**src/rtl/serdes_pkg.sv**
```systemverilog
// Shared constants for the serial link: FSM encoding, default word width and frame length.
// Frame length grows by one parity bit when PISO_PARITY_EN is defined.
package serdes_pkg;

    localparam int DEFAULT_WIDTH = 8;

    localparam logic [0:0] ST_IDLE  = 1'b0;
    localparam logic [0:0] ST_SHIFT = 1'b1;

    function automatic int frame_len(input int width);
`ifdef PISO_PARITY_EN
        return width + 1;
`else
        return width;
`endif
    endfunction

endpackage

```
**src/rtl/piso_shift_reg.sv**
```systemverilog
// Load/shift-left register presenting its MSB; load takes priority over shift.
module piso_shift_reg
    import serdes_pkg::*;
#(
    parameter int WIDTH = DEFAULT_WIDTH
) (
    input  logic             clk_fast,
    input  logic             rst_n,
    input  logic             load,
    input  logic             shift,
    input  logic [WIDTH-1:0] d,
    output logic             msb
);

    logic [WIDTH-1:0] q;

    always_ff @(posedge clk_fast or negedge rst_n) begin
        if (!rst_n) begin
            q <= '0;
        end else if (load) begin
            q <= d;
        end else if (shift) begin
            q <= {q[WIDTH-2:0], 1'b0};
        end
    end

    assign msb = q[WIDTH-1];

endmodule

```
**src/rtl/parallel_to_serial.sv**
```systemverilog
// Word-to-bit serializer, MSB first, with a one-entry hold buffer for gapless framing.
// Define PISO_PARITY_EN to append an even-parity bit after each word's LSB.
//
// state    | meaning
// ---------+---------------------------------------------------------------
// ST_IDLE  | no frame on the wire; waits for the hold buffer to fill
// ST_SHIFT | frame bit on serial_out; reloads from hold at the last bit
module parallel_to_serial
    import serdes_pkg::*;
#(
    parameter int WIDTH = DEFAULT_WIDTH
) (
    input  logic             clk_fast,
    input  logic             rst_n,
    input  logic [WIDTH-1:0] p_i,
    input  logic             p_valid,
    output logic             p_ready,
    output logic             serial_out,
    output logic             s_valid,
    output logic             s_last
);

    localparam int FLEN = frame_len(WIDTH);
    localparam int CW   = $clog2(FLEN);
    localparam logic [CW-1:0] LAST_CNT = CW'(FLEN - 1);

    logic [0:0]       state;
    logic [CW-1:0]    bit_cnt;
    logic [WIDTH-1:0] hold_word;
    logic             hold_full;
    logic             last_bit;
    logic             load_en;
    logic             shift_en;
    logic             shift_msb;

    assign last_bit = (state == ST_SHIFT) && (bit_cnt == LAST_CNT);
    assign load_en  = hold_full && ((state == ST_IDLE) || last_bit);
    assign shift_en = (state == ST_SHIFT) && !last_bit;
    assign p_ready  = !hold_full;

    // Accept only fills an empty buffer and load only drains a full one, so they never collide.
    always_ff @(posedge clk_fast or negedge rst_n) begin
        if (!rst_n) begin
            state     <= ST_IDLE;
            bit_cnt   <= '0;
            hold_word <= '0;
            hold_full <= 1'b0;
        end else begin
            if (p_valid && !hold_full) begin
                hold_word <= p_i;
                hold_full <= 1'b1;
            end
            if (load_en) begin
                state     <= ST_SHIFT;
                bit_cnt   <= '0;
                hold_full <= 1'b0;
            end else if (last_bit) begin
                state   <= ST_IDLE;
                bit_cnt <= '0;
            end else if (state == ST_SHIFT) begin
                bit_cnt <= bit_cnt + 1'b1;
            end
        end
    end

    piso_shift_reg #(
        .WIDTH (WIDTH)
    ) u_shift (
        .clk_fast (clk_fast),
        .rst_n    (rst_n),
        .load     (load_en),
        .shift    (shift_en),
        .d        (hold_word),
        .msb      (shift_msb)
    );

`ifdef PISO_PARITY_EN
    logic parity_bit;

    always_ff @(posedge clk_fast or negedge rst_n) begin
        if (!rst_n) begin
            parity_bit <= 1'b0;
        end else if (load_en) begin
            parity_bit <= ^hold_word;
        end
    end

    assign serial_out = (state == ST_SHIFT) &&
                        ((bit_cnt == LAST_CNT) ? parity_bit : shift_msb);
`else
    assign serial_out = (state == ST_SHIFT) && shift_msb;
`endif

    assign s_valid = (state == ST_SHIFT);
    assign s_last  = last_bit;

endmodule

```
**config.mk**
```make
export PLATFORM = sky130hd
export DESIGN_NAME = parallel_to_serial
export DESIGN_NICKNAME = d
export VERILOG_FILES = /design/src/rtl/serdes_pkg.sv /design/src/rtl/piso_shift_reg.sv /design/src/rtl/parallel_to_serial.sv
export SDC_FILE = /design/constraint.sdc
export NUM_CORES = 1
export LEC_CHECK = 0
export ABC_AREA = 1
export BUFFER_PORTS_ARGS = -buffer_cell sky130_fd_sc_hd__buf_4
export CAP_MARGIN = 40
export CORE_MARGIN = 3
export CORE_UTILIZATION = 30
export CTS_CLUSTER_SIZE = 40
export DETAILED_ROUTE_END_ITERATION = 16
export HOLD_SLACK_MARGIN = 0.1
export PLACE_DENSITY = 0.61
export SLEW_MARGIN = 25
export SYNTH_ARGS = -nofsm -noshare
export SYNTH_HDL_FRONTEND = slang
export SYNTH_SLANG_ARGS = --single-unit
```
**constraint.sdc**
```tcl
create_clock -name clk_fast -period 1.2 [get_ports clk_fast]
set_input_delay 0.18 -clock clk_fast [delete_from_list [all_inputs] [get_ports clk_fast]]
set_output_delay 0.18 -clock clk_fast [all_outputs]
set_load 0.05 [all_outputs]
```
# --- Word-level counts from Yosys, hierarchy flattened ---
# Index checks and enable logic that the tools add are counted.
word_totals:
  ff_bits: 21
  in_bits: 11
  output_inout_bits: 4
op_classes:
  add_sub_neg: 1
  n_eq_ne: 1
  mux: 9
  bitwise: 1
  n_reduce_logical: 12
op_table:
  columns: ["cell", "n"]
  rows:
  - ["$mux 8", 2]
  - ["$mux 3", 3]
  - ["$reduce_bool 2->1", 3]
  - ["$logic_and 1x1->1", 5]
  - ["$mux 1", 4]
  - ["$add 3x1->3 const B", 1]
  - ["$eq 3x3->1 const B", 1]
  - ["$reduce_bool 3->1", 1]
  - ["$logic_not 1->1", 2]
  - ["$logic_or 1x1->1", 1]
  - ["$not 1->1", 1]

# --- Depth between registers and ports, before layout ---
logic_depth:
  depth_word: 6
  mapped_depth: 8

# --- By module ---
# From an unflattened synthesis, not the netlist that was laid out.
hier_totals:
  cells_unflattened: 108
  hier_area_um2: 944.7
by_module_without_submodules:
  columns: ["module", "instances", "cells_each", "area_per_inst_um2"]
  rows:
  - ["parallel_to_serial", 1, 65, 568.0]
  - ["piso_shift_reg", 1, 43, 376.6]

# --- Worst setup path before layout ---
# Ideal clock, no wire load.
synth_path:
  path_type: "register -> register"
  from: "register bit_cnt[0]"
  to: "register u_shift.q[2]"
  setup_time_ps: 124
  t_arrival_ps: 1187
  slack_ps: -111
  stages_incl_launch_ff: 8
  path_buffers: 1
  path_cell_list: "dfrtp_1 > ha_1 > ha_1 > inv_2 > nand2_2 > buf_6 > nand3_1 > nand3_1"
synth_via:
  elab_chain_len: 5
  elab_cells_between_ends: 8
synth_lines:
  columns: ["element", "line", "rtl"]
  rows:
  - ["from (decl)", "parallel_to_serial.sv:28", "logic [CW-1:0] bit_cnt;"]
  - ["from (signal assigned)", "parallel_to_serial.sv:61", "bit_cnt <= bit_cnt + 1'b1;"]
  - ["$eq 3x3->1 *", "parallel_to_serial.sv:36", "assign last_bit = (state == ST_SHIFT) && (bit_cnt == LAST_CNT);"]
  - ["$logic_and 1x1->1 *", "parallel_to_serial.sv:36", null]
  - ["$logic_or 1x1->1 / $logic_not 1->1 (equally long branches)", "parallel_to_serial.sv:37, parallel_to_serial.sv:38", null]
  - ["$logic_and 1x1->1 (on tied branches)", "parallel_to_serial.sv:37, parallel_to_serial.sv:38", null]
  - ["$mux 8 / $reduce_bool 2->1 (equally long branches)", null, null]
  - ["to (signal assigned)", "piso_shift_reg.sv:23", "q <= {q[WIDTH-2:0], 1'b0};"]
  - ["to (decl)", "piso_shift_reg.sv:15", "logic [WIDTH-1:0] q;"]
# Every way passes the cells marked *; elsewhere a longest branch is shown, timed or not.
# A chain may end at the register's enable or synchronous reset.

# --- Worst setup path after layout ---
layout_path:
  from: "register bit_cnt[0]"
  to: "output port s_last"
layout_via:
  elab_chain_len: 2
layout_lines:
  columns: ["element", "line", "rtl"]
  rows:
  - ["$eq 3x3->1", "parallel_to_serial.sv:36", null]
  - ["$logic_and 1x1->1", "parallel_to_serial.sv:36", null]
  - ["to (decl)", "parallel_to_serial.sv:20", "output logic s_last"]
# Every way passes these cells.

==> impl_metrics.csv <==
group,metric,value,unit
finish,final_core_util,48.49,%
detailed_routing,post_drt_via_cell_ratio,4.473,
finish,area_delta_synth_final,47.51,%
worst_setup_path,critPathMaxStageDelay,0.40,ns
timing,rsz0062_at_grt,"true",
worst_setup_path,path_cells,"ha_2 -> ha_4 -> nand2_4 -> clkinvlp_4 -> buf_8",
cts,h-tree-depth,1,
die,die_x,62.38,um
place,port-buffer-count,14,
cts,numClockSinks,21,
cts,clk_latency,0.30,ns
logic_synthesis,yosysTopAreaCell,"dfrtp_1",
outcome,violations,"setup timing",
global_route,grt_pass1_wl,3484,um
finish,final_cells,184,
worst_setup_path,cp_slowest_cell,"dfrtp_1",
timing,slew_viol_final,0,
place,dp_cells,163,
die,num_rows,19,
finish,multi_input_area,464.2,sq um
place,place_hpwl,1290,um
cts,ctsLongestPathBuffers,2,
global_route,antenna_found_initial,0,
worst_setup_path,cp-start-kind,"register",
detailed_routing,drt_iter0_drc,12,
timing,post-route-period-util,126.8,%
cts,clk_pin_slew,0.12,ns
timing,fin_ws,-0.3212,ns
cts,cts_root_buffer,"clkbuf_4",
logic_synthesis,seq_area_frac_synth,55.12,%
worst_setup_path,critPathCaptureType,"primary output",
global_route,grt_pass1_vias,802,
timing,finalSetupViolCount,14,
logic_synthesis,synth_cell_types,14,
logic_synthesis,synth_async_sr_flop_share,100.0,%
detailed_routing,dr.max_layer_used,"met3",
die,ios,15,
power,p_leak,0.0007014,uW
timing,holdWs,0.1648,ns
logic_synthesis,dominantRegCellSynth,"dfrtp_1",
detailed_routing,ant_nets,0,
detailed_routing,vias,823,
place,gp_congestion,0.7599,
run,drv_cap,0,
logic_synthesis,yosysMostFrequentCell,"nand2_1",
timing,fmax,0.6574,GHz
detailed_routing,drc,0,
detailed_routing,wl_met3,88,um
timing,slew_headroom,81.79,%
cts,cts_tree,"done",
finish,diodes,0,
die,start_util,32.87,%
logic_synthesis,ys_ff_latch,21,
timing,fin_crit,1.521,ns
logic_synthesis,syn_area_per_cell,8.828,sq um
timing,finalHoldViolations,0,
global_route,track_usage,10.96,%
outcome,status,"complete, but fails checks",
worst_hold_path,hold_class,"input pin to register",
logic_synthesis,synth_common_cells,"nand2_1 (35), nand3_1 (30), dfrtp_1 (21), inv_1 (5)",
cts,cts_buffers,3,
die,core-area,0.002900,sq mm
timing,tns,-2.511,ns
detailed_routing,met2_wirelength,980,um
die,die_area,0.003891,sq mm
logic_synthesis,synth.cell_area,953.4,sq um
worst_setup_path,critical_path_arrival,1.34,ns
global_route,grt_max_degree,22,
detailed_routing,routedWlPerCell,11.02,um
die,dieHeight,62.38,um
detailed_routing,wl,2028,um
detailed_routing,dr.pass1.iters,4,
timing,tightest_slew,0.2731,ns
timing,skew,0.007866,ns
logic_synthesis,synth_warnings,0,
logic_synthesis,syn_inst,108,
worst_setup_path,cp_max_fo,2,
logic_synthesis,synth_nets,121,
finish,seqCellArea,526.8,sq um
worst_setup_path,crit_required,1.02,ns
logic_synthesis,synth.area.top_cells,"dfrtp_1 (55%), nand3_1 (16%), nand2_1 (14%), ha_1 (2.6%), buf_6 (2.4%)",
finish,final.fill_count,285,
finish,layout-drive-gt1-share,34.51,%
finish,fin_nets,156,
detailed_routing,met1_length,959,um
power,peakVddDrop,1.191,mV
power,p_per_area,2220,mW/mm^2
global_route,grt-ovfl-total,0,
logic_synthesis,synth_top_area_share,55.12,%
worst_setup_path,worst-setup-path-type,"register to primary output",
logic_synthesis,synth-edff-count,0,
==> metal layers <==
layer | vias to the layer above | global-route usage, %
li1 | 420 | -
met1 | 381 | 14.37
met2 | 22 | 17.88
met3 | 0 | 3.777
met4 | 0 | 1.653
met5 | - | 0
==> cell families (layout without fill, tap and decap cells) <==
family / Yosys count / in the layout / synth area share, %
simple gates: 71 / 73 / 33.86
flops: 21 / 21 / 55.12
buf+inv: 12 / 44 / 7.348
fa+ha+maj: 2 / 2 / 2.624
compound gates: 2 / 2 / 1.050
==> final cells by class <==
class	count	area share (%)
tap	42	3.737
multi-input combinational	77	33.01
clock buffer	3	1.601
timing repair buffer	34	21.09
sequential	21	37.46
inverter	6	2.758
clock inverter	1	0.3559
==> stage by stage <==
step / setup slack (ns) / total power (uW) / cell area, sq um
detailed placement: -0.1460 / 2388 / 1129
CTS: -0.3443 / 2972 / 1328
global route: -0.3789 / 3362 / 1406
floorplan: -0.01160 / 2097 / 980.9
finish: -0.3212 / 3122 / 1406
global placement: -0.1286 / 2349 / 1129
==> flip-flops by register name, indices dropped and copies added (netlist names) <==
signal	cells
s_valid	1
hold_word	8
hold_full	1
u_shift.q	8
bit_cnt	3
==> critical path, delay by kind of cell, from the launching register on <==
family	cells	cell delay, ns
simple gates	1	0.06
fa+ha+maj	2	0.37
flops	1	0.40
buf+inv	2	0.23
==> path summary, 6_finish.rpt <==
kind                            slack [ns]  cells after the start    startpoint            to
worst max-delay path                 -0.32                      5    bit_cnt[0]        s_last
max in group asynchronous             0.68                      2         rst_n       s_valid
min in group asynchronous             0.28                      2         rst_n  u_shift.q[6]
worst max register to register       -0.27                      7    bit_cnt[0]  u_shift.q[4]
worst min-delay path                  0.16                      3       p_valid  hold_word[7]
worst min register to register        0.49                      2  hold_word[5]  hold_word[5]
==> layout by cell type, fill, tap and decap left out, types with 3 or more instances in the layout <==
cell type and count:
inv_1 3, nand3_2 5, nand3_1 26, buf_4 22
nand2_1 33, clkbuf_4 3, nand2_8 3, dfrtp_1 20
dlygate4sd3_1 9
==> what timing repair did <==
action                     CTS  global route
gates cloned                 1             1
gates resized for setup     11            10
hold endpoints to repair    29             0
hold buffers                 9             0
setup endpoints to repair   16            16
buffers inserted             3             3
pin swaps                    4            12
==> power by group <==
part / total [uW] / leakage [uW] / switching, uW / internal (uW)
clock: 338 / 0.0000177 / 214 / 124
sequential: 1170 / 0.000263 / 185 / 983
combinational: 1620 / 0.000421 / 921 / 695
total: 3120 / 0.000701 / 1320 / 1800
Note: power is estimated with default switching activity, not from simulation.
